<file path="src/rtl/kfps2kb_pkg.sv">
`default_nettype none
// +--------------------------------------------------------------------------+
// | Package     : kfps2kb_pkg                                                |
// | Description : Shared types and constants for the PS/2 host command       |
// |               sequencer: FSM state encoding, result codes, response      |
// |               bytes and the frame builder (odd parity + data byte).      |
// | Revision    : 1.0 - initial release                                      |
// +--------------------------------------------------------------------------+
package kfps2kb_pkg;

  typedef enum logic [2:0] {
    IDLE      = 3'd0,
    INHIBIT   = 3'd1,
    START     = 3'd2,
    TX_BITS   = 3'd3,
    LINE_ACK  = 3'd4,
    WAIT_RESP = 3'd5,
    DONE      = 3'd6
  } state_t;

  localparam logic [1:0] ST_OK      = 2'd0;
  localparam logic [1:0] ST_TIMEOUT = 2'd1;
  localparam logic [1:0] ST_NACK    = 2'd2;
  localparam logic [1:0] ST_LINE    = 2'd3;

  localparam logic [7:0] ACK    = 8'hFA;
  localparam logic [7:0] RESEND = 8'hFE;

  // Bits shifted out after the start bit: data LSB first, then odd parity.
  function automatic logic [8:0] frame_of(input logic [7:0] b);
    return {~^b, b};
  endfunction

endpackage
`default_nettype wire

</file>
<file path="src/rtl/kfps2kb_line_sync.sv">
`default_nettype none
// +--------------------------------------------------------------------------+
// | Module      : kfps2kb_line_sync                                          |
// | Description : Two-flop synchronisers for the raw PS/2 clock and data     |
// |               lines plus a one-cycle pulse on each synchronised clock    |
// |               falling edge.                                              |
// | Ports       : clock, reset (async, active-high), device_clock,           |
// |               device_data (raw lines in), data_sync (synced data out),   |
// |               clock_fall (falling-edge pulse out)                        |
// | Revision    : 1.0 - initial release                                      |
// +--------------------------------------------------------------------------+
module kfps2kb_line_sync (
  input  logic clock,
  input  logic reset,
  input  logic device_clock,
  input  logic device_data,
  output logic data_sync,
  output logic clock_fall
);

  logic [1:0] clock_meta;
  logic [1:0] data_meta;
  logic       clock_prev;

  // Idle PS/2 lines are pulled high, so the flops reset to 1 to avoid a
  // phantom falling edge straight out of reset.
  always_ff @(posedge clock or posedge reset) begin
    if (reset) begin
      clock_meta <= 2'b11;
      data_meta  <= 2'b11;
      clock_prev <= 1'b1;
    end else begin
      clock_meta <= {clock_meta[0], device_clock};
      data_meta  <= {data_meta[0], device_data};
      clock_prev <= clock_meta[1];
    end
  end

  assign data_sync  = data_meta[1];
  assign clock_fall = clock_prev & ~clock_meta[1];

endmodule
`default_nettype wire

</file>
<file path="src/rtl/kfps2kb_host_command_sequencer.sv">
`default_nettype none
// +--------------------------------------------------------------------------+
// | Module      : kfps2kb_host_command_sequencer                             |
// | Description : Sends one- or two-byte host-to-keyboard commands over the  |
// |               PS/2 lines (open-drain enables only), checks the line ACK  |
// |               and the keyboard response byte (FA ok / FE resend), and    |
// |               masks the keycode path while a transaction is in flight.   |
// | Ports       : clock, reset (async, active-high); device_clock/data raw   |
// |               lines in, device_clock_oe/data_oe pull-low enables out;    |
// |               cmd_valid/cmd_byte/cmd_has_arg/cmd_arg in, cmd_ready out;  |
// |               rx_byte/rx_strobe/rx_error from shift register in,         |
// |               rx_mask out; done pulse and 2-bit status out.              |
// | Revision    : 1.0 - initial release                                      |
// +--------------------------------------------------------------------------+
module kfps2kb_host_command_sequencer
  import kfps2kb_pkg::*;
#(
  parameter int unsigned INHIBIT_CYCLES = 5000,
  parameter int unsigned BIT_TIMEOUT    = 750000,
  parameter int unsigned RESP_TIMEOUT   = 1000000,
  parameter int unsigned MAX_RETRY      = 2
) (
  input  logic       clock,
  input  logic       reset,
  input  logic       device_clock,
  input  logic       device_data,
  output logic       device_clock_oe,
  output logic       device_data_oe,
  input  logic       cmd_valid,
  input  logic [7:0] cmd_byte,
  input  logic       cmd_has_arg,
  input  logic [7:0] cmd_arg,
  output logic       cmd_ready,
  input  logic [7:0] rx_byte,
  input  logic       rx_strobe,
  input  logic       rx_error,
  output logic       rx_mask,
  output logic       done,
  output logic [1:0] status
);

  localparam logic [31:0] INHIBIT_LAST = 32'(INHIBIT_CYCLES - 1);
  localparam logic [31:0] BIT_LIMIT    = 32'(BIT_TIMEOUT);
  localparam logic [31:0] RESP_LIMIT   = 32'(RESP_TIMEOUT);
  localparam logic [3:0]  RETRY_LIMIT  = 4'(MAX_RETRY);

  logic data_sync;
  logic clock_fall;

  kfps2kb_line_sync u_line_sync (
    .clock        (clock),
    .reset        (reset),
    .device_clock (device_clock),
    .device_data  (device_data),
    .data_sync    (data_sync),
    .clock_fall   (clock_fall)
  );

  state_t      state, next_state;
  logic [31:0] timer, next_timer;
  logic [3:0]  bit_cnt, next_bit_cnt;
  logic [8:0]  shift, next_shift;
  logic        data_oe_r, next_data_oe;
  logic        byte_sel, next_byte_sel;   // 0 = command byte, 1 = argument
  logic [3:0]  retry, next_retry;
  logic [1:0]  status_r, next_status;
  logic [7:0]  cmd_r, next_cmd;
  logic [7:0]  arg_r, next_arg;
  logic        has_arg_r, next_has_arg;
  logic        start_bit;

  // Start bit goes out on the final inhibit cycle so data is already low
  // when the clock line is released.
  assign start_bit = (state == INHIBIT) && (timer >= INHIBIT_LAST);

  always_ff @(posedge clock or posedge reset) begin
    if (reset) begin
      state     <= IDLE;
      timer     <= '0;
      bit_cnt   <= '0;
      shift     <= '0;
      data_oe_r <= 1'b0;
      byte_sel  <= 1'b0;
      retry     <= '0;
      status_r  <= ST_OK;
      cmd_r     <= '0;
      arg_r     <= '0;
      has_arg_r <= 1'b0;
    end else begin
      state     <= next_state;
      timer     <= next_timer;
      bit_cnt   <= next_bit_cnt;
      shift     <= next_shift;
      data_oe_r <= next_data_oe;
      byte_sel  <= next_byte_sel;
      retry     <= next_retry;
      status_r  <= next_status;
      cmd_r     <= next_cmd;
      arg_r     <= next_arg;
      has_arg_r <= next_has_arg;
    end
  end

  always_comb begin
    next_state    = state;
    next_timer    = (timer == '1) ? timer : timer + 32'd1;
    next_bit_cnt  = bit_cnt;
    next_shift    = shift;
    next_data_oe  = data_oe_r;
    next_byte_sel = byte_sel;
    next_retry    = retry;
    next_status   = status_r;
    next_cmd      = cmd_r;
    next_arg      = arg_r;
    next_has_arg  = has_arg_r;

    case (state)
      IDLE: begin
        next_data_oe = 1'b0;
        if (cmd_valid) begin
          next_cmd      = cmd_byte;
          next_arg      = cmd_arg;
          next_has_arg  = cmd_has_arg;
          next_retry    = '0;
          next_byte_sel = 1'b0;
          next_timer    = '0;
          next_state    = INHIBIT;
        end
      end
      INHIBIT: begin
        if (start_bit) begin
          next_data_oe = 1'b1;
          next_state   = START;
        end
      end
      START: begin
        next_shift   = frame_of(byte_sel ? arg_r : cmd_r);
        next_bit_cnt = '0;
        next_timer   = '0;
        next_state   = TX_BITS;
      end
      TX_BITS: begin
        if (timer >= BIT_LIMIT) begin
          next_data_oe = 1'b0;
          next_status  = ST_TIMEOUT;
          next_state   = DONE;
        end else if (clock_fall) begin
          if (bit_cnt < 4'd9) begin
            next_data_oe = ~shift[bit_cnt];
            next_bit_cnt = bit_cnt + 4'd1;
          end else begin
            next_data_oe = 1'b0;   // stop bit: release data
            next_state   = LINE_ACK;
          end
        end
      end
      LINE_ACK: begin
        if (timer >= BIT_LIMIT) begin
          next_status = ST_TIMEOUT;
          next_state  = DONE;
        end else if (clock_fall) begin
          if (!data_sync) begin
            next_timer = '0;
            next_state = WAIT_RESP;
          end else begin
            next_status = ST_LINE;
            next_state  = DONE;
          end
        end
      end
      WAIT_RESP: begin
        if (rx_error || (rx_strobe && rx_byte == RESEND)) begin
          if (retry < RETRY_LIMIT) begin
            next_retry = retry + 4'd1;
            next_timer = '0;
            next_state = INHIBIT;
          end else begin
            next_status = ST_NACK;
            next_state  = DONE;
          end
        end else if (rx_strobe && rx_byte == ACK) begin
          if (!byte_sel && has_arg_r) begin
            next_byte_sel = 1'b1;
            next_retry    = '0;
            next_timer    = '0;
            next_state    = INHIBIT;
          end else begin
            next_status = ST_OK;
            next_state  = DONE;
          end
        end else if (rx_strobe) begin
          next_status = ST_NACK;
          next_state  = DONE;
        end else if (timer >= RESP_LIMIT) begin
          next_status = ST_TIMEOUT;
          next_state  = DONE;
        end
      end
      DONE: begin
        next_data_oe = 1'b0;
        next_state   = IDLE;
      end
      default: begin
        next_data_oe = 1'b0;
        next_state   = IDLE;
      end
    endcase
  end

  assign device_clock_oe = (state == INHIBIT);
  assign device_data_oe  = data_oe_r | start_bit;
  assign cmd_ready       = (state == IDLE);
  // Mask stays up through DONE so an FA strobe arriving late is still hidden.
  assign rx_mask         = (state != IDLE);
  assign done            = (state == DONE);
  assign status          = status_r;

endmodule
`default_nettype wire

</file>
<file path="config.mk">
export PLATFORM = sky130hd
export DESIGN_NAME = kfps2kb_host_command_sequencer
export DESIGN_NICKNAME = d
export VERILOG_FILES = /design/src/rtl/kfps2kb_pkg.sv /design/src/rtl/kfps2kb_line_sync.sv /design/src/rtl/kfps2kb_host_command_sequencer.sv
export SDC_FILE = /design/constraint.sdc
export NUM_CORES = 1
export LEC_CHECK = 0
export CORE_MARGIN = 5
export CORE_UTILIZATION = 25
export CTS_CLUSTER_SIZE = 25
export DETAILED_ROUTE_END_ITERATION = 16
export GPL_TIMING_DRIVEN = 0
export PLACE_DENSITY = 0.46
export SYNTH_ARGS = -nofsm -noshare
export SYNTH_HDL_FRONTEND = slang
export SYNTH_SLANG_ARGS = --single-unit
</file>
<file path="constraint.sdc">
create_clock -name clock -period 3.6 [get_ports clock]
set_input_delay 0.54 -clock clock [delete_from_list [all_inputs] [get_ports clock]]
set_output_delay 0.54 -clock clock [all_outputs]
set_load 0.03 [all_outputs]
</file>
==> results of run 1 <==
-- metal layers --
metal / track usage (%) / up-vias / wire length [µm]
met5: 0 / - / 0
met4: 4.09 / 0 / 148
met3: 3.30 / 11 / 475
met2: 17.6 / 64 / 4800
met1: 13.2 / 1652 / 4820
li1: - / 1688 / -
-- Yosys cell counts, drive strengths merged, types with 4 or more instances --
cell type,n
dfstp,5
nand2,35
or3,5
nor2,54
clkbuf,9
nor2b,4
a21o,6
a31oi,6
and2,4
mux2,18
a22o,5
nor3,16
mux2i,10
inv,14
xor2,13
o21ai,19
buf,8
a21oi,15
dfrtp,73
ha,5
xnor2,26
nor4,11
nand3,23
nand4,11
-- power by group --
part / internal (mW) / switching, mW
combinational: 0.635 / 0.696
clock: 0.477 / 0.407
sequential: 1.10 / 0.199
total: 2.21 / 1.30
-- area by class of cell --
cell class	count	area share, %
tap	225	5.33
sequential	78	37.0
clock inverter	7	1.09
multi-input combinational	332	41.9
inverter	14	1.04
clock buffer	9	4.26
buffer	17	1.85
timing repair buffer	38	7.53
-- flip-flops by register name, summed over array words and instances (netlist names), 2 cells and up --
name,flops
bit_cnt,4
u_line_sync.data_meta,2
status,2
cmd_r,8
arg_r,8
u_line_sync.clock_meta,2
timer,32
state,3
shift,9
retry,4
-- critical path, cell delays in order (launching register included) --
cell and delay (ns):
sky130_fd_sc_hd__dfrtp_1 0.45, sky130_fd_sc_hd__nor4_1 0.29, sky130_fd_sc_hd__nand3_1 0.35, sky130_fd_sc_hd__nand4b_1 0.29
sky130_fd_sc_hd__a21o_1 0.20, sky130_fd_sc_hd__clkdlybuf4s50_1 0.60
-- cells by family after synthesis --
kind of cell / after synthesis / synth area share [%]
buffers and inverters: 31 / 3.47
AO/OA/AOI/OAI: 73 / 11.7
adder cells (fa/ha/maj): 5 / 1.45
AND/OR/NAND/NOR: 185 / 22.1
multiplexers: 30 / 8.05
flip-flops: 78 / 45.3
XOR/XNOR: 39 / 7.90
-- metrics by stage --
stage	instances	setup TNS, ns	total power [mW]	hold slack (ns)	instance area, µm²
CTS	720	0	3.56	0.360	5290
floorplan	441	0	2.27	0.345	4320
detailed placement	704	0	2.66	0.350	5000
global placement	703	-28.67	2.63	0.348	4970
finish	720	0	3.51	0.357	5290
global route	720	0	3.74	0.363	5290
-- final timing paths --
path / cells past startpoint / slack, ns / start / to
max: 5 / 0.52 / timer[20]$_DFF_PP0_ / device_data_oe
min: 0 / 0.36 / u_line_sync.data_meta[0]$_DFF_PP1_ / u_line_sync.data_meta[1]$_DFF_PP1_
max reg2reg: 8 / 0.94 / timer[11]$_DFF_PP0_ / timer[3]$_DFF_PP0_
min reg2reg: 0 / 0.36 / u_line_sync.data_meta[0]$_DFF_PP1_ / u_line_sync.data_meta[1]$_DFF_PP1_
max in group asynchronous: 3 / 2.38 / reset / u_line_sync.data_meta[0]$_DFF_PP1_
min in group asynchronous: 2 / 0.57 / reset / shift[0]$_DFFE_PP0P_
==> impl_table.tex, run 1 <==
\begin{tabular}{lr}
\hline
Metric & Value \\
\hline
\multicolumn{2}{l}{\textbf{Synthesis}} \\
Synthesized netlist cell count & 441 \\
Yosys warnings & 0 \\
Netlist Area Pre-Place & 0.00432 mm² \\
Share of the yosys chip area belonging to registers & 45.3\% \\
Top cell type's share of synthesized area & 42.3\% \\
Cell accounting for the most synthesized area & sky130\_fd\_sc\_hd\_\_dfrtp\_1 \\
Fraction of registers with async set/reset & 100\% \\
Number of synthesized register bits & 78 \\
Post-Syn Nets & 478 \\
Number of enable flip-flop cells after synthesis & 0 \\
Leading register cell type out of synthesis & sky130\_fd\_sc\_hd\_\_dfrtp\_1 \\
Number of distinct library cell variants in the gate-level netlist after synthesis & 63 \\
Area contributors post-synth & sky130\_fd\_sc\_hd\_\_dfrtp\_1, sky130\_fd\_sc\_hd\_\_xnor2\_1, sky130\_fd\_sc\_hd\_\_mux2\_2, sky130\_fd\_sc\_hd\_\_nor2\_1, sky130\_fd\_sc\_hd\_\_dfstp\_2 \\
Post-Synthesis Mean Instance Area & 9.80 µm² \\
\multicolumn{2}{l}{\textbf{STA}} \\
Unrepaired setup endpoints after global routing & no \\
Final worst path period share & 85.5\% \\
Max Fclk & 0.325 GHz \\
Min cycle time layout & 3.08 ns \\
Rel. slew slack & 37.4\% \\
Largest clock skew in the final design & 0.00737 ns \\
Transition time at the pin with the least slew margin & 0.937 ns \\
Hold Violations, Final & 0 \\
Pins Over Slew Limit & 0 \\
Worst path setup slack after routing & 0.522 ns \\
Final Setup Violations & 0 \\
\multicolumn{2}{l}{\textbf{Placement}} \\
Routability-driven placement congestion ratio & 0.816 \\
Worst setup slack before clock tree synthesis & 0.770 ns \\
Placed wire-length estimate & 7400 µm \\
Number of buffers inserted by port buffering & 37 \\
\multicolumn{2}{l}{\textbf{Global route}} \\
Number of antenna violations at the first check in global routing & 0 \\
Pin count of the biggest net entering global routing & 45 \\
GRT Residual Overflow & 0 \\
Number of global-route vias before repair & 3526 \\
First-pass GRT wire length & 17400 µm \\
Overall fraction of global-route tracks in use & 10.7\% \\
\multicolumn{2}{l}{\textbf{Floorplanning}} \\
Number of rows created at floorplan & 48 \\
Number of top-level pins & 39 \\
Starting utilization of the core area & 25.2\% \\
Core Area & 0.0171 mm² \\
Die ar. & 0.0200 mm² \\
Die W & 141 µm \\
DIE HEIGHT & 141 µm \\
\multicolumn{2}{l}{\textbf{Final layout}} \\
Final-stage net count & 527 \\
Number of diodes added for antenna fixing & 0 \\
Utilization after layout & 30.9\% \\
Sequential cell area & 0.00196 mm² \\
Most common library cell in the layout ignoring fill and taps & sky130\_fd\_sc\_hd\_\_dfrtp\_1 \\
Fill count & 1782 \\
Most used cells in the layout excluding fill and tap cells & sky130\_fd\_sc\_hd\_\_dfrtp\_1, sky130\_fd\_sc\_hd\_\_nor2\_1, sky130\_fd\_sc\_hd\_\_clkdlybuf4s50\_1 \\
Area grow syn2layout & 22.3\% \\
Footprint of the multi-input gates & 0.00221 mm² \\
Proportion of layout cells with a drive suffix above 1 & 12.9\% \\
\multicolumn{2}{l}{\textbf{Clock network}} \\
CTS-repair resized insts & 0 \\
CTS tree & done \\
Clock latency of the later-clocked register in the worst-skew pair & 0.35 ns \\
Clock transition at the registers of the reported paths & 0.06 ns \\
Num CTS Buffers & 9 \\
Sinks on Clock Net & 78 \\
Post-CTS Setup Repair Bufs & 0 \\
Maximum count of clock buffers along a single path & 2 \\
H-tree levels & 3 \\
Hold buffer count at cts & 0 \\
Buffer cell driving the clock tree root & sky130\_fd\_sc\_hd\_\_clkbuf\_16 \\
\multicolumn{2}{l}{\textbf{Routing}} \\
Drt initial violations & 180 \\
Detailed-route wire length per cell & 14.2 µm \\
Number of detailed-route iterations in the first pass & 4 \\
DR vias/cell & 4.74 \\
Number of DRC violations after detailed routing & 0 \\
Final ANT Viol Nets & 0 \\
Routed wire length & 10200 µm \\
Via count & 3415 \\
\multicolumn{2}{l}{\textbf{Power and ir drop}} \\
Pwr Density & 664 mW/mm² \\
IR Drop Worst-Case VDD & 0.000421 V \\
Leakage power total & 2.12 nW \\
\multicolumn{2}{l}{\textbf{Setup path}} \\
Required @ worst endpoint & 3.06 ns \\
Path type of the worst setup path & register to output pin \\
Critical path peak fanout & 6 \\
Crit path DAT & 2.54 ns \\
Startpoint type of the worst setup path & register \\
Type of element capturing the critical path & output pin \\
\multicolumn{2}{l}{\textbf{Worst hold path}} \\
Type of the tightest min-delay check & register to register \\
\multicolumn{2}{l}{\textbf{Run status}} \\
Status & complete, no violations \\
\multicolumn{2}{l}{\textbf{Flow run}} \\
Max-cap violations & 0 \\
\hline
\end{tabular}
Power figures use the tool's default switching activity.
==> run 2, diff against run 1 <==
ABC_CLOCK_PERIOD_IN_PS = 3600   (was not set)
==> results of run 2 <==
Final layout, timing and power as in run 1 (identical DEF).
